===== config.mk =====
export PLATFORM = sky130hd
export DESIGN_NAME = exec_issue_ctrl
export DESIGN_NICKNAME = d
export VERILOG_FILES = /design/src/rtl/exec_issue_ctrl_pkg.sv /design/src/rtl/exec_scoreboard.sv /design/src/rtl/exec_issue_ctrl.sv
export SDC_FILE = /design/constraint.sdc
export NUM_CORES = 1
export LEC_CHECK = 0
export CORE_MARGIN = 10
export CORE_UTILIZATION = 53
export DETAILED_ROUTE_END_ITERATION = 10
export HOLD_SLACK_MARGIN = 0.1
export MAX_ROUTING_LAYER = met4
export PLACE_DENSITY = 0.83
export SLEW_MARGIN = 30
export SYNTH_ARGS = -nofsm -noshare
export SYNTH_HDL_FRONTEND = slang
export SYNTH_SLANG_ARGS = --single-unit

===== constraint.sdc =====
create_clock -name clk -period 5.1 [get_ports clk]
set_clock_uncertainty 0.2 [all_clocks]
set_input_delay 1.275 -clock clk [delete_from_list [all_inputs] [get_ports clk]]
set_output_delay 1.275 -clock clk [all_outputs]
set_load 0.02 [all_outputs]

===== src/rtl/exec_issue_ctrl_pkg.sv =====
// Shared constants and debug encodings for the execute issue controller.
// Imported by the scoreboard and the issue control top.
package exec_issue_ctrl_pkg;

  localparam int ADDR_W      = 5;
  localparam int NREG_DEF    = 32;
  localparam int FLG_MAX_DEF = 3;

  typedef enum logic [2:0] {
    HZ_NONE,
    HZ_RAW,
    HZ_WAW,
    HZ_FLG,
    HZ_EXBUSY
  } hz_e;

endpackage


===== src/rtl/exec_scoreboard.sv =====
// Pending-writeback busy vector: two set ports, two clear ports, flush.
// A set and a clear of the same bit in one cycle leaves it set.
module exec_scoreboard
  import exec_issue_ctrl_pkg::*;
#(
  parameter int NREG = NREG_DEF
) (
  input  logic              clk,
  input  logic              rst,
  input  logic              flush,
  input  logic              set1,
  input  logic [ADDR_W-1:0] set_a1,
  input  logic              set2,
  input  logic [ADDR_W-1:0] set_a2,
  input  logic              clr1,
  input  logic [ADDR_W-1:0] clr_a1,
  input  logic              clr2,
  input  logic [ADDR_W-1:0] clr_a2,
  output logic [NREG-1:0]   busy
);

  logic [NREG-1:0] set_m;
  logic [NREG-1:0] clr_m;
  logic [NREG-1:0] busy_nxt;

  always_comb begin
    set_m = '0;
    clr_m = '0;
    if (set1) set_m[set_a1] = 1'b1;
    if (set2) set_m[set_a2] = 1'b1;
    if (clr1) clr_m[clr_a1] = 1'b1;
    if (clr2) clr_m[clr_a2] = 1'b1;
    busy_nxt = flush ? '0 : ((busy & ~clr_m) | set_m);
  end

  always_ff @(posedge clk or posedge rst) begin
    if (rst) busy <= '0;
    else     busy <= busy_nxt;
  end

endmodule


===== src/rtl/exec_issue_ctrl.sv =====
// Issue gate in front of execute: register/flag hazard checks,
// in-flight flag counter, stall counter and sticky protocol error.
module exec_issue_ctrl
  import exec_issue_ctrl_pkg::*;
#(
  parameter int NREG    = NREG_DEF,
  parameter int FLG_MAX = FLG_MAX_DEF,
  parameter int CNT_W   = 16,
  localparam int FW     = $clog2(FLG_MAX + 1)
) (
  input  logic              clk,
  input  logic              rst,
  input  logic              id_valid,
  output logic              id_ready,
  input  logic [ADDR_W-1:0] id_sa,
  input  logic [ADDR_W-1:0] id_sb,
  input  logic              id_use_a,
  input  logic              id_use_b,
  input  logic [ADDR_W-1:0] id_da1,
  input  logic [ADDR_W-1:0] id_da2,
  input  logic              id_we1,
  input  logic              id_we2,
  input  logic              id_rd_flags,
  input  logic              id_wr_flags,
  input  logic              ex_ready,
  output logic              ex_issue,
  input  logic              wb_we1,
  input  logic              wb_we2,
  input  logic [ADDR_W-1:0] wb_a1,
  input  logic [ADDR_W-1:0] wb_a2,
  input  logic              flg_ret,
  input  logic              flush,
  output logic [NREG-1:0]   busy,
  output logic [FW-1:0]     flg_cnt,
  output logic [CNT_W-1:0]  stall_cnt,
  output logic              err
);

  localparam logic [FW-1:0] FMAX = FW'(FLG_MAX);

  logic raw, waw, fhz, ex_blk;
  hz_e  hz_cause;

  assign raw = (id_use_a & busy[id_sa])
             | (id_use_b & busy[id_sb]);
  assign waw = (id_we1 & busy[id_da1])
             | (id_we2 & busy[id_da2]);
  assign fhz = (id_rd_flags & (flg_cnt != '0))
             | (id_wr_flags & (flg_cnt == FMAX));
  // Nothing issues while reset is held, so the handshake is quiet too.
  assign ex_blk = ~ex_ready | flush | rst;

  always_comb begin
    hz_cause = HZ_NONE;
    if      (ex_blk) hz_cause = HZ_EXBUSY;
    else if (raw)    hz_cause = HZ_RAW;
    else if (waw)    hz_cause = HZ_WAW;
    else if (fhz)    hz_cause = HZ_FLG;
  end

  assign id_ready = (hz_cause == HZ_NONE);
  assign ex_issue = id_valid & id_ready;

  logic flg_inc, flg_dec, dup_dst, bad_ret, stall;

  assign flg_inc = ex_issue & id_wr_flags;
  assign flg_dec = flg_ret & ~flush & (flg_cnt != '0);
  assign dup_dst = ex_issue & id_we1 & id_we2
                 & (id_da1 == id_da2);
  assign bad_ret = ~flush & ((wb_we1 & ~busy[wb_a1])
                 | (wb_we2 & ~busy[wb_a2])
                 | (flg_ret & (flg_cnt == '0)));
  assign stall   = id_valid & ~id_ready & ~flush;

  exec_scoreboard #(
    .NREG (NREG)
  ) u_sb (
    .clk    (clk),
    .rst    (rst),
    .flush  (flush),
    .set1   (ex_issue & id_we1),
    .set_a1 (id_da1),
    .set2   (ex_issue & id_we2),
    .set_a2 (id_da2),
    .clr1   (wb_we1 & ~flush),
    .clr_a1 (wb_a1),
    .clr2   (wb_we2 & ~flush),
    .clr_a2 (wb_a2),
    .busy   (busy)
  );

  always_ff @(posedge clk or posedge rst) begin
    if (rst) begin
      flg_cnt   <= '0;
      stall_cnt <= '0;
      err       <= 1'b0;
    end else begin
      if (flush) flg_cnt <= '0;
      else       flg_cnt <= flg_cnt + FW'(flg_inc) - FW'(flg_dec);
      if (stall && stall_cnt != '1)
        stall_cnt <= stall_cnt + 1'b1;
      if (dup_dst || bad_ret)
        err <= 1'b1;
    end
  end

endmodule

# Word-level counts from Yosys, hierarchy flattened

Cells that the tools add are included.

Add/subtract/negate cells: 3
$mul: 0
Divide/modulo/power cells: 0
$lt $le $gt $ge: 10
Equality and inequality tests: 3
Shift-type cells: 0
Muxes and demuxes: 30
Bitwise logic cells: 39
Reduce and logical (&&, ||, !) cells: 9

Operators by type and width:

| operator                                                                     | number |
|---|---|
| 32-bit two-way mux                                                           | 5 |
| 32-bit bitwise OR                                                            | 3 |
| 5-bit by 6-bit less-than comparator with 1-bit output, second input constant | 6 |
| 32-bit bitwise AND                                                           | 1 |
| 32-bit inverter                                                              | 1 |
| 1-bit binary-select mux with 5-bit select                                    | 6 |
| 1-bit bitwise AND                                                            | 22 |
| 1-bit demux with 5-bit select                                                | 4 |
| 5-bit by 1-bit >= comparator with 1-bit output, second input constant        | 4 |
| 16-bit by 1-bit adder with 16-bit output, second input constant              | 1 |
| 16-bit != test, second input constant                                        | 1 |
| 1-bit two-way mux                                                            | 10 |
| 2-bit two-way mux                                                            | 4 |
| 1-bit bitwise OR                                                             | 7 |
| 5-bit equality test                                                          | 1 |
| 1-bit logical AND                                                            | 5 |
| 1-bit inverter                                                               | 5 |
| 3-bit zero test                                                              | 1 |
| 3-bit two-way mux                                                            | 1 |
| 2-bit by 1-bit adder with 2-bit output                                       | 1 |
| 2-bit equality test, second input constant                                   | 1 |
| 2-bit zero test                                                              | 1 |
| 2-bit nonzero test                                                           | 1 |
| 2-bit by 1-bit subtractor with 2-bit output                                  | 1 |
| 1-bit logical OR                                                             | 1 |

Flip-flop bits (word level): 51
Latch bits: 0
RAM bits: 0
ROM bits: 0
Output and inout bits: 53
Memories: 0

# Depth between registers and ports, before layout

Word-level depth: 15
Mapped depth: 16

# By module

A second synthesis with hierarchy kept.

Cells, all modules: 401
Area, all modules: 4657.0 um2

Modules (own cells, without submodules):

| module          | times used | cells an instance | area each (um2) |
|---|---|---|---|
| exec_issue_ctrl | 1          | 209               | 2661.3 |
| exec_scoreboard | 1          | 192               | 1995.7 |

# Least setup slack after synthesis

No wires, ideal clock.

Kind: input to output
Start: input port rst
End: output port ex_issue
Arrival time: 3.528 ns
Required time: 3.625 ns
Setup slack: 0.097 ns
Stages: 8
Cell sequence: inv_1 -> nand3b_1 -> a221o_1 -> a31oi_1 -> and4_4 -> buf_4 -> nand2_1 -> inv_1

Cells in the longest elaborated chain, start to end: 4

RTL lines:

| element           | line                  | source |
|---|---|---|
| from (decl)       | exec_issue_ctrl.sv:12 | `input logic rst,` |
| 1-bit bitwise OR  | exec_issue_ctrl.sv:51 | `assign ex_blk = ~ex_ready \| flush \| rst;` |
| 3-bit two-way mux | exec_issue_ctrl.sv:55 | `if (ex_blk) hz_cause = HZ_EXBUSY;` |
| 3-bit zero test   | exec_issue_ctrl.sv:61 | `assign id_ready = (hz_cause == HZ_NONE);` |
| 1-bit bitwise AND | exec_issue_ctrl.sv:62 | `assign ex_issue = id_valid & id_ready;` |
| to (decl)         | exec_issue_ctrl.sv:26 | `output logic ex_issue,` |

No other way between the ends.

# Final worst setup path

Start: input port id_da1[4]
End: output port id_ready

Cells in the longest elaborated chain, start to end: 8

RTL lines:

| element                                   | line                  | source |
|---|---|---|
| from (decl)                               | exec_issue_ctrl.sv:19 | `input logic [ADDR_W-1:0] id_da1,` |
| 1-bit binary-select mux with 5-bit select | exec_issue_ctrl.sv:46 | `assign waw = (id_we1 & busy[id_da1])` |
| 1-bit two-way mux (not written as such)   | exec_issue_ctrl.sv:46 |  |
| 1-bit bitwise AND                         | exec_issue_ctrl.sv:46 |  |
| 1-bit bitwise OR                          | exec_issue_ctrl.sv:47 | `\| (id_we2 & busy[id_da2]);` |
| 2-bit two-way mux                         | exec_issue_ctrl.sv:57 | `else if (waw) hz_cause = HZ_WAW;` |
| 2-bit two-way mux                         | exec_issue_ctrl.sv:56 | `else if (raw) hz_cause = HZ_RAW;` |
| 3-bit two-way mux                         | exec_issue_ctrl.sv:55 |  |
| 3-bit zero test                           | exec_issue_ctrl.sv:61 |  |
| to (decl)                                 | exec_issue_ctrl.sv:14 | `output logic id_ready,` |

No other way between the ends. The select of a mux whose other input is x is not followed.

==> flow_metrics.env <==
export IMPL_status="completed"
export IMPL_min_period_ps=5020
export IMPL_drive_above_1_share_pct=21.6
export IMPL_ys_top_cells_by_area="dfrtp_1 (26%), mux4_2 (18%), a22oi_1 (10%)"
export IMPL_p_per_area_nw_per_um2=169
export IMPL_hp_class="reg2reg"
export IMPL_synth_top_area_share_pct=26.2
export IMPL_syn_inst=486
export IMPL_switching_share_pct=32.3
export IMPL_p_leak_nw=2.47
export IMPL_clock_fmax_mhz=199
export IMPL_path_clk_slew_ps=100
export IMPL_grt_max_degree=52
export IMPL_fin_ws_ps=79.1
export IMPL_synth_area_leader_cell="dfrtp_1"
export IMPL_r2r_end="stall_cnt[1]"
export IMPL_via_per_inst=7.31
export IMPL_highest_layer="met4"
export IMPL_ys_warn_count=0
export IMPL_worst_slew_pin_slew_ps=689
export IMPL_cts_tree="built"
export IMPL_seqPwrFrac_pct=43.3
export IMPL_n_fill_cell=669
export IMPL_regArea_sq_um=1280
export IMPL_netlist_top_cells_count="a22oi_1 (65), dfrtp_1 (51), nor2_1 (47)"
export IMPL_synth_edff_count=0
export IMPL_worstRegToRegCells=9
export IMPL_grt_pass1_wl_um=29600
export IMPL_synthDistinctLibCells=59
export IMPL_hpwl_um=14500
export IMPL_dp_cells=697
export IMPL_gp_congestion=1.06
export IMPL_antenna_found_initial=0
export IMPL_wl_met3_um=3260
export IMPL_first_global_vias=5124
export IMPL_power_frac_comb_pct=29.7
export IMPL_start_util_pct=55.1
export IMPL_io_buffers=96
export IMPL_required_ps=3620
export IMPL_grt_setup_unrepaired="no"
export IMPL_synth_most_common_cell="a22oi_1"
export IMPL_syn_area_sq_um=4870
export IMPL_drt_initial_drc_count=834
export IMPL_synthToLayoutAreaGrowth_pct=28.5
export IMPL_multi_input_area_sq_um=3340
export IMPL_io_pins=97
export IMPL_cts_buffers=5
export IMPL_cts_hold_buf=0
export IMPL_path_class="in2out"
export IMPL_core_area_sq_um=8850
export IMPL_finalSetupViolations=0
export IMPL_instances_no_fill=706
export IMPL_ys_seq_area_share_pct=26.2
export IMPL_crit_path_start_kind="input port"
export IMPL_htreeDepth=2
export IMPL_place_ws_ps=-600
export IMPL_track_usage_pct=29.7
export IMPL_die_h_um=116
export IMPL_synth_avg_cell_area_sq_um=10.0
export IMPL_nets=645
export IMPL_wl_per_cell_um=28.2
export IMPL_drtAntennaViolNets=0
export IMPL_max_slew_margin_pct=53.9
export IMPL_wl_met2_um=8670
export IMPL_post_route_period_util_pct=98.4
export IMPL_path_max_fanout=8
export IMPL_overflow=0
export IMPL_slew_viol_final=0
export IMPL_p_int_mw=0.718
export IMPL_ir_drop_uv=157
export IMPL_endpoint_kind="output pin"
export IMPL_rows=34
export IMPL_routed_wirelength_um=19900
export IMPL_drc=0
export IMPL_p_sw_mw=0.342
export IMPL_ys_ff_latch=51
export IMPL_async_reset_ff_share_pct=100
export IMPL_maxCapViolCount=0
export IMPL_r2r_slack_ps=1580
export IMPL_holdPathStages=1
export IMPL_antenna_cells=0
export IMPL_die_w_um=116
export IMPL_rr_startpoint="u_sb.busy[7]"
export IMPL_cts_sinks=51
export IMPL_syn_nets=533
export IMPL_fp_dieArea_sq_um=13400
export IMPL_ys_flop_type="dfrtp_1"
export IMPL_crit_arrival_ps=3550
export IMPL_cts_buffer_depth=2
export IMPL_firstDrtPassIters=5
export IMPL_p_clk_share_pct=27.0
export IMPL_hold_start="stall_cnt[15]"
export IMPL_ctsRootBufferMaster="clkbuf_8"
export IMPL_finalHoldViolCount=0
export IMPL_min_to="stall_cnt[15]"
export IMPL_num_vias=5158
export IMPL_clkLatencyLatePin_ps=320
export IMPL_drt_met1_wl_um=6970
stage by stage:
step | total power, mW | cell area, sq um | hold WS (ps) | utilization (%) | setup TNS (ps)
floorplan | 0.632 | 4870 | 384 | - | 0
global placement | 0.768 | 6140 | 277 | 69.4 | -1050
detailed placement | 0.777 | 6140 | 281 | 69.4 | -1140
CTS | 1.06 | 6230 | 301 | 70.4 | 0
global route | 1.10 | 6260 | 316 | 70.8 | 0
finish | 1.06 | 6260 | 301 | 70.8 | 0
final cells by class:
| class | instances | share of cell area [%] |
|---|---|---|
| clock inverters | 2 | 0.599 |
| inverters | 8 | 0.479 |
| clock buffers | 5 | 1.10 |
| flip-flops and latches | 51 | 20.4 |
| well taps | 108 | 2.16 |
| repair buffers | 148 | 22.0 |
| multi-input cells | 384 | 53.3 |
power groups by stage:
| stage | Clock, mW | Sequential (mW) | Combinational, mW |
|---|---|---|---|
| detailed placement | 0 | 0.465 | 0.312 |
| floorplan | 0 | 0.486 | 0.146 |
| global route | 0.302 | 0.463 | 0.337 |
| CTS | 0.290 | 0.459 | 0.311 |
| global placement | 0 | 0.463 | 0.304 |
| finish | 0.286 | 0.459 | 0.315 |
cells in the final DEF (no fill, tap or decap), types with 5 or more instances in the layout:
master           netlist  layout
dfrtp_1               51      51
mux2i_1               20      20
nor3b_1                9       9
buf_4                  2      50
nor3_1                12      12
nand3_1               12      12
inv_1                  8       6
clkdlybuf4s50_1        0      91
a22oi_1               65      65
nor2_1                47      47
clkbuf_8               0       5
mux4_2                38      39
nand2_1               23      22
nor2b_1                8       8
mux2_2                10      10
o21ai_0                6       6
nor4_2                 6       6
nand4_1                7       7
and3_1                 8       8
o22ai_1               32      32
nand3b_1               7       7
xor2_1                18      18
per-layer routing:
layer	GRT usage [%]	vias to the layer above
met5	-	-
met4	14.4	0
met3	9.04	97
met2	43.4	477
met1	36.6	2431
li1	-	2153
sequential cells by signal, summed over array words and instances (netlist names):
name       count
stall_cnt     16
u_sb.busy     32
flg_cnt        2
err            1
how the worst max path moves through the flow:
stage	startpoint	to	slack [ps]	depth (start not counted)
4_1_cts	id_da2[0]	ex_issue	10	10
6_report	id_da1[4]	id_ready	80	9
3_3_place_gp	id_sb[0]	ex_issue	-560	9
5_1_grt	id_da2[0]	ex_issue	10	10
2_1_floorplan	rst	ex_issue	100	8
3_5_place_dp	id_sb[0]	ex_issue	-600	9
cell families (layout without fill, tap and decap cells):
group,after synthesis,in the layout,share of synthesized area [%]
AND/OR/NAND/NOR,164,164,19.3
buffers and inverters,51,163,5.39
adder cells (fa/ha/maj),3,3,0.770
AO/OA/AOI/OAI,122,122,18.0
multiplexers,73,73,26.4
XOR/XNOR,22,22,3.95
flip-flops,51,51,26.2
critical path, stage by stage:
cell	delay [ps]
clkdlybuf4s50_1	610
buf_4	200
or3b_2	500
o22a_1	210
nand4_1	120
a31oi_2	120
and4_4	200
buf_4	150
buf_4	150
repair_timing:
item | 4_1_cts | 5_1_grt
cloned | 0 | 1
resized for setup | 9 | 9
setup endpoints to repair | 2 | 2
setup buffers | 0 | 1
endpoints found under the hold margin | 0 | 0
pin swaps | 1 | 4
No activity file was read; power rests on OpenSTA's default activity.
